--- config.mk ---
export PLATFORM = sky130hd
export DESIGN_NAME = axi_master_ctrl
export DESIGN_NICKNAME = d
export VERILOG_FILES = /design/src/rtl/axi_pkg.sv /design/src/rtl/axi_master_ctrl.sv
export SDC_FILE = /design/constraint.sdc
export NUM_CORES = 1
export LEC_CHECK = 0
export ABC_AREA = 1
export BUFFER_PORTS_ARGS = -buffer_cell sky130_fd_sc_hd__buf_2
export CAP_MARGIN = 20
export CORE_MARGIN = 4
export CORE_UTILIZATION = 25
export CTS_CLUSTER_SIZE = 30
export DETAILED_ROUTE_END_ITERATION = 6
export GPL_ROUTABILITY_DRIVEN = 0
export SYNTH_ARGS = -nofsm -noshare
export SYNTH_HDL_FRONTEND = slang
export SYNTH_SLANG_ARGS = --single-unit
export TNS_END_PERCENT = 30
--- constraint.sdc ---
create_clock -name aclk -period 2.05 [get_ports aclk]
set_clock_uncertainty 0.05 [all_clocks]
set_input_delay 0.1025 -clock aclk [delete_from_list [all_inputs] [get_ports aclk]]
set_output_delay 0.1025 -clock aclk [all_outputs]
set_load 0.02 [all_outputs]
--- src/rtl/axi_pkg.sv ---
// Shared AXI types for the master, interconnect and slaves.
package axi_pkg;

  localparam int unsigned LEN_W  = 8;
  localparam int unsigned RESP_W = 2;

  typedef enum logic [1:0] {FIXED = 2'd0, INCR = 2'd1, WRAP = 2'd2} burst_t;

  typedef enum logic [1:0] {OKAY = 2'd0, EXOKAY = 2'd1, SLVERR = 2'd2, DECERR = 2'd3} resp_t;

  typedef enum logic [2:0] {
    IDLE    = 3'd0,
    WR_ADDR = 3'd1,
    WR_DATA = 3'd2,
    WR_RESP = 3'd3,
    RD_ADDR = 3'd4,
    RD_DATA = 3'd5,
    DONE    = 3'd6
  } mst_state_t;

  // Worst-of merge: higher encoding is the more severe response.
  function automatic logic [RESP_W-1:0] resp_max(input logic [RESP_W-1:0] a,
                                                 input logic [RESP_W-1:0] b);
    return (a > b) ? a : b;
  endfunction

endpackage

--- src/rtl/axi_master_ctrl.sv ---
// Command-driven AXI4 burst master: one write (AW/W/B) or read (AR/R) burst outstanding,
// streamed payload on both sides, one done pulse carrying the merged response.
module axi_master_ctrl
  import axi_pkg::*;
#(
  parameter int unsigned addr_wid_axi = 32,
  parameter int unsigned data_wid     = 32,
  parameter int unsigned asize        = $clog2(data_wid / 8),
  parameter int unsigned stroblen     = data_wid / 8,
  parameter logic [1:0]  ARID_VAL     = 2'd0
) (
  input  logic                    aclk,
  input  logic                    aresetn,
  // command / stream side
  input  logic                    cmd_valid,
  output logic                    cmd_ready,
  input  logic                    cmd_write,
  input  logic [addr_wid_axi-1:0] cmd_addr,
  input  logic [7:0]              cmd_len,
  input  logic [1:0]              cmd_burst,
  input  logic [data_wid-1:0]     wr_data,
  input  logic                    wr_valid,
  output logic                    wr_ready,
  output logic [data_wid-1:0]     rd_data,
  output logic                    rd_valid,
  output logic                    rd_last,
  input  logic                    rd_ready,
  output logic                    done,
  output logic [1:0]              done_resp,
  output logic                    len_err,
  // AXI write address
  output logic [addr_wid_axi-1:0] awaddr,
  output logic [7:0]              awlen,
  output logic [asize-1:0]        awsize,
  output logic [1:0]              awburst,
  output logic                    awvalid,
  input  logic                    awready,
  // AXI write data / response
  output logic [data_wid-1:0]     wdata,
  output logic [stroblen-1:0]     wstrb,
  output logic                    wlast,
  output logic                    wvalid,
  input  logic                    wready,
  input  logic [1:0]              bresp,
  input  logic                    bvalid,
  output logic                    bready,
  // AXI read address
  output logic [1:0]              arid,
  output logic [addr_wid_axi-1:0] araddr,
  output logic [7:0]              arlen,
  output logic [asize-1:0]        arsize,
  output logic [1:0]              arburst,
  output logic                    arvalid,
  input  logic                    arready,
  // AXI read data
  input  logic [data_wid-1:0]     rdata,
  input  logic [1:0]              rresp,
  input  logic                    rlast,
  input  logic                    rvalid,
  output logic                    rready
);

  localparam logic [asize-1:0] SIZE_VAL = asize[asize-1:0];

  mst_state_t              state;
  logic [LEN_W-1:0]        cnt;
  logic [LEN_W-1:0]        len_q;
  logic [addr_wid_axi-1:0] addr_q;
  logic [1:0]              burst_q;
  logic [RESP_W-1:0]       resp_acc;
  logic                    err_acc;

  logic              at_last_c;
  logic              wr_beat_c;
  logic              rd_beat_c;
  logic [RESP_W-1:0] resp_nxt_c;
  logic              err_nxt_c;

  // Stream-side handshakes pass straight through, qualified by the data states.
  assign cmd_ready = (state == IDLE);
  assign wvalid    = (state == WR_DATA) && wr_valid;
  assign wr_ready  = (state == WR_DATA) && wready;
  assign wdata     = wr_data;
  assign wstrb     = {stroblen{1'b1}};
  assign wlast     = (state == WR_DATA) && at_last_c;
  assign rready    = (state == RD_DATA) && rd_ready;
  assign rd_valid  = (state == RD_DATA) && rvalid;
  assign rd_data   = rdata;
  assign rd_last   = (state == RD_DATA) && at_last_c;

  assign awaddr  = addr_q;
  assign awlen   = len_q;
  assign awsize  = SIZE_VAL;
  assign awburst = burst_q;
  assign arid    = ARID_VAL;
  assign araddr  = addr_q;
  assign arlen   = len_q;
  assign arsize  = SIZE_VAL;
  assign arburst = burst_q;

  assign at_last_c  = (cnt == len_q);
  assign wr_beat_c  = wvalid && wready;
  assign rd_beat_c  = rvalid && rready;
  assign resp_nxt_c = resp_max(resp_acc, rresp);
  // The counter owns burst end; rlast only feeds the length-error flag.
  assign err_nxt_c  = err_acc || (rlast != at_last_c);

  always_ff @(posedge aclk or negedge aresetn) begin
    if (!aresetn) begin
      state     <= IDLE;
      cnt       <= '0;
      len_q     <= '0;
      addr_q    <= '0;
      burst_q   <= '0;
      resp_acc  <= '0;
      err_acc   <= 1'b0;
      awvalid   <= 1'b0;
      arvalid   <= 1'b0;
      bready    <= 1'b0;
      done      <= 1'b0;
      done_resp <= '0;
      len_err   <= 1'b0;
    end else begin
      done      <= 1'b0;
      done_resp <= '0;
      len_err   <= 1'b0;
      case (state)
        IDLE: begin
          if (cmd_valid) begin
            addr_q   <= cmd_addr;
            len_q    <= cmd_len;
            burst_q  <= cmd_burst;
            cnt      <= '0;
            resp_acc <= '0;
            err_acc  <= 1'b0;
            if (cmd_write) begin
              awvalid <= 1'b1;
              state   <= WR_ADDR;
            end else begin
              arvalid <= 1'b1;
              state   <= RD_ADDR;
            end
          end
        end
        WR_ADDR: begin
          if (awready) begin
            awvalid <= 1'b0;
            state   <= WR_DATA;
          end
        end
        WR_DATA: begin
          if (wr_beat_c) begin
            if (at_last_c) begin
              cnt    <= '0;
              bready <= 1'b1;
              state  <= WR_RESP;
            end else begin
              cnt <= cnt + LEN_W'(1);
            end
          end
        end
        WR_RESP: begin
          if (bvalid) begin
            bready    <= 1'b0;
            done      <= 1'b1;
            done_resp <= bresp;
            state     <= DONE;
          end
        end
        RD_ADDR: begin
          if (arready) begin
            arvalid <= 1'b0;
            state   <= RD_DATA;
          end
        end
        RD_DATA: begin
          if (rd_beat_c) begin
            resp_acc <= resp_nxt_c;
            err_acc  <= err_nxt_c;
            if (at_last_c) begin
              cnt       <= '0;
              done      <= 1'b1;
              done_resp <= resp_nxt_c;
              len_err   <= err_nxt_c;
              state     <= DONE;
            end else begin
              cnt <= cnt + LEN_W'(1);
            end
          end
        end
        DONE:    state <= IDLE;
        default: state <= IDLE;
      endcase
    end
  end

endmodule
==> qor.yml <==
layout:
  mostFrequentLayoutCell: "nand2_1"
  final_layout_size_suffix_gt1_share_pct: 32.0
  final_util_pct: 31.9
  final_net_count: 727
  area_growth_pct: 23.9
  stdcell_area_mm2: 0.00489
  antennaDiodeCount: 0
  final_cell_mix: "nand2_1, buf_2, dfrtp_1"
clocking:
  htreeDepth: 3
  numCtsBuffers: 9
  cts-root-buf: "clkbuf_16"
  cts.path.max_buffers: 2
  clock_latency_ps: 330
  clock-sinks: 63
  clk_pin_slew_ps: 50
  cts_tree: "done"
logic_synthesis:
  yosysSeqAreaShare_pct: 40.0
  synth.area.top_cells: "dfrtp_1, buf_4, nand2_1"
  ys_ff_latch: 63
  yosys.area.top_type: "dfrtp_1"
  avgSynthCellArea_um2: 7.86
  synth_area_mm2: 0.00394
  synth.distinct_cells: 34
  synthCells: 502
  yosys_warnings: 0
  synth_top_area_share_pct: 40.0
critical_path:
  r2r_cells: 8
  worst_setup_path_start_kind: "flip-flop"
  worst-path-max-fanout: 9
  crit_type: "flip-flop to output port"
  reg2reg_to: "araddr[24]"
  rrSetupSlack_ps: 260
  critical_path_required_ps: 1900
  r2r-start: "state[2]"
  worstPathArrival_ps: 1660
  end_kind: "output port"
run:
  cap_violations: 0
power_and_ir_drop:
  power_density_mw_per_mm2: 1570
  power_mw: 7.65
  ir_drop_uv: 479
  p_leak_nw: 2.73
route:
  num_vias: 3276
  routedWlPerCell_um: 13.0
  viasPerCell: 4.01
  ant_nets: 0
  drtIter0Drc: 88
  firstDrtPassIters: 4
  routed_wl_mm: 10.6
  drc: 0
sta:
  relSlewSlack_pct: 42.9
  period_minus_slack_ps: 1810
  rsz0062_at_grt: "no"
  max_freq_mhz: 552
  finalSetupViolCount: 0
  fin_setup_tns_ps: 0
  maxSlewViolCount: 0
  min_period_over_period_pct: 88.3
  worst_pin_slew_ps: 856
  final_hold_viol_count: 0
  holdWs_ps: 19.2
floorplan:
  die_w_um: 134
  ios: 294
  dieArea_mm2: 0.0178
  chipHeight_um: 134
  core-area_mm2: 0.0153
  rows: 45
  start_util_pct: 25.8
grt:
  grt_pass1_vias: 3318
  grt.overflow.total: 0
  antenna_found_initial: 1
  grt_first_pass_wirelength_mm: 16.8
  groute.usage.overall_pct: 12.0
  grt_max_degree: 64
hold_path:
  min_path_cells: 3
  hp-class: "input pin to flip-flop"
  worstHoldStart: "bvalid"
  min_to: "done"
placed_design:
  placed_cell_area_mm2: 0.00410
  io_buffers: 155
  dp_hpwl_mm: 7.66
run_status:
  status: "finished, final reports clean"
## critical path: stages (launching register included)
cell	delay [ps]
dfrtp_1	420
inv_1	100
nand2_1	50
nand2_1	50
nand2_1	60
nor2_2	200
nand2_2	170
nor2_1	110
buf_2	170
## what timing repair did
| action | CTS | global route |
|---|---|---|
| endpoints found under the setup margin | 0 | 2 |
| gates resized for setup | 0 | 1 |
| buffers inserted | 0 | 0 |
| hold buffers | 47 | 0 |
| endpoints found under the hold margin | 109 | 0 |
## per-stage QoR
| stage | std cells | setup WS [ps] |
|---|---|---|
| floorplan | 510 | 489 |
| finish | 817 | 239 |
| CTS | 817 | 100 |
| detailed placement | 754 | 234 |
| global placement | 754 | 267 |
| global route | 817 | 22.3 |
## how the worst max path moves through the flow
stage                        start         end  slack [ps]  depth (start not counted)
after floorplan           state[1]      cnt[6]         490                         10
after global placement    state[2]   araddr[6]         270                          8
after detailed placement  state[2]  araddr[16]         230                          8
after CTS                   cnt[5]       wlast         100                          8
after global routing        cnt[1]     rd_last          20                          8
final                       cnt[5]       wlast         240                          8
## flip-flops by register name, indices dropped and copies added, names as in the netlist
name and cells:
len_err 1, bready 1, arvalid 1, resp_acc 2, arburst 2, err_acc 1
arlen 8, awvalid 1, araddr 32, cnt 8, done_resp 2, done 1
state 3
## power by group
group	switching (mW)	internal, mW
Combinational	2.59	1.23
Sequential	0.446	1.76
Clock	0.570	1.06
Total	3.61	4.04
## cells in the mapped netlist (all sizes together)
cell type / n
a21oi: 4
buf: 125
conb: 2
dfrtp: 63
ha: 4
inv: 45
nand2: 175
nand3: 14
nand3b: 1
nand4: 3
nor2: 28
nor3: 2
o21a: 2
o21ai: 22
o21bai: 3
o22ai: 1
o31ai: 2
or2: 1
xnor2: 3
xor2: 2
## cell type report
cell class	instances	area (um^2)
tap	211	264
multi-input combinational	277	1290
inverter	45	171
fill	1599	10400
timing repair buffer	205	1270
clock inverter	6	85.1
sequential	63	1580
clock buffer	10	229
## cells by family after synthesis
family | Yosys count | share of synthesized area (%)
xor gates and xnor gates | 5 | 1.11
buffers and inverters | 170 | 28.1
adders and majority gates | 4 | 1.27
other | 2 | 0.190
AOI/OAI and AO/OA | 34 | 4.98
and+or+nand+nor | 224 | 24.3
DFF | 63 | 40.0
## metal layers
layer | wire length (um) | track usage [%] | part of all wire [%] | vias to the layer above
met4 | 392 | 6.97 | 3.7 | 2
met2 | 4810 | 19.9 | 45 | 157
met1 | 4410 | 13.2 | 42 | 1471
li1 | - | - | - | 1612
met3 | 982 | 4.34 | 9.3 | 34
met5 | 7 | 0 | 0.066 | -
No activity file was read; power rests on OpenSTA's default activity.
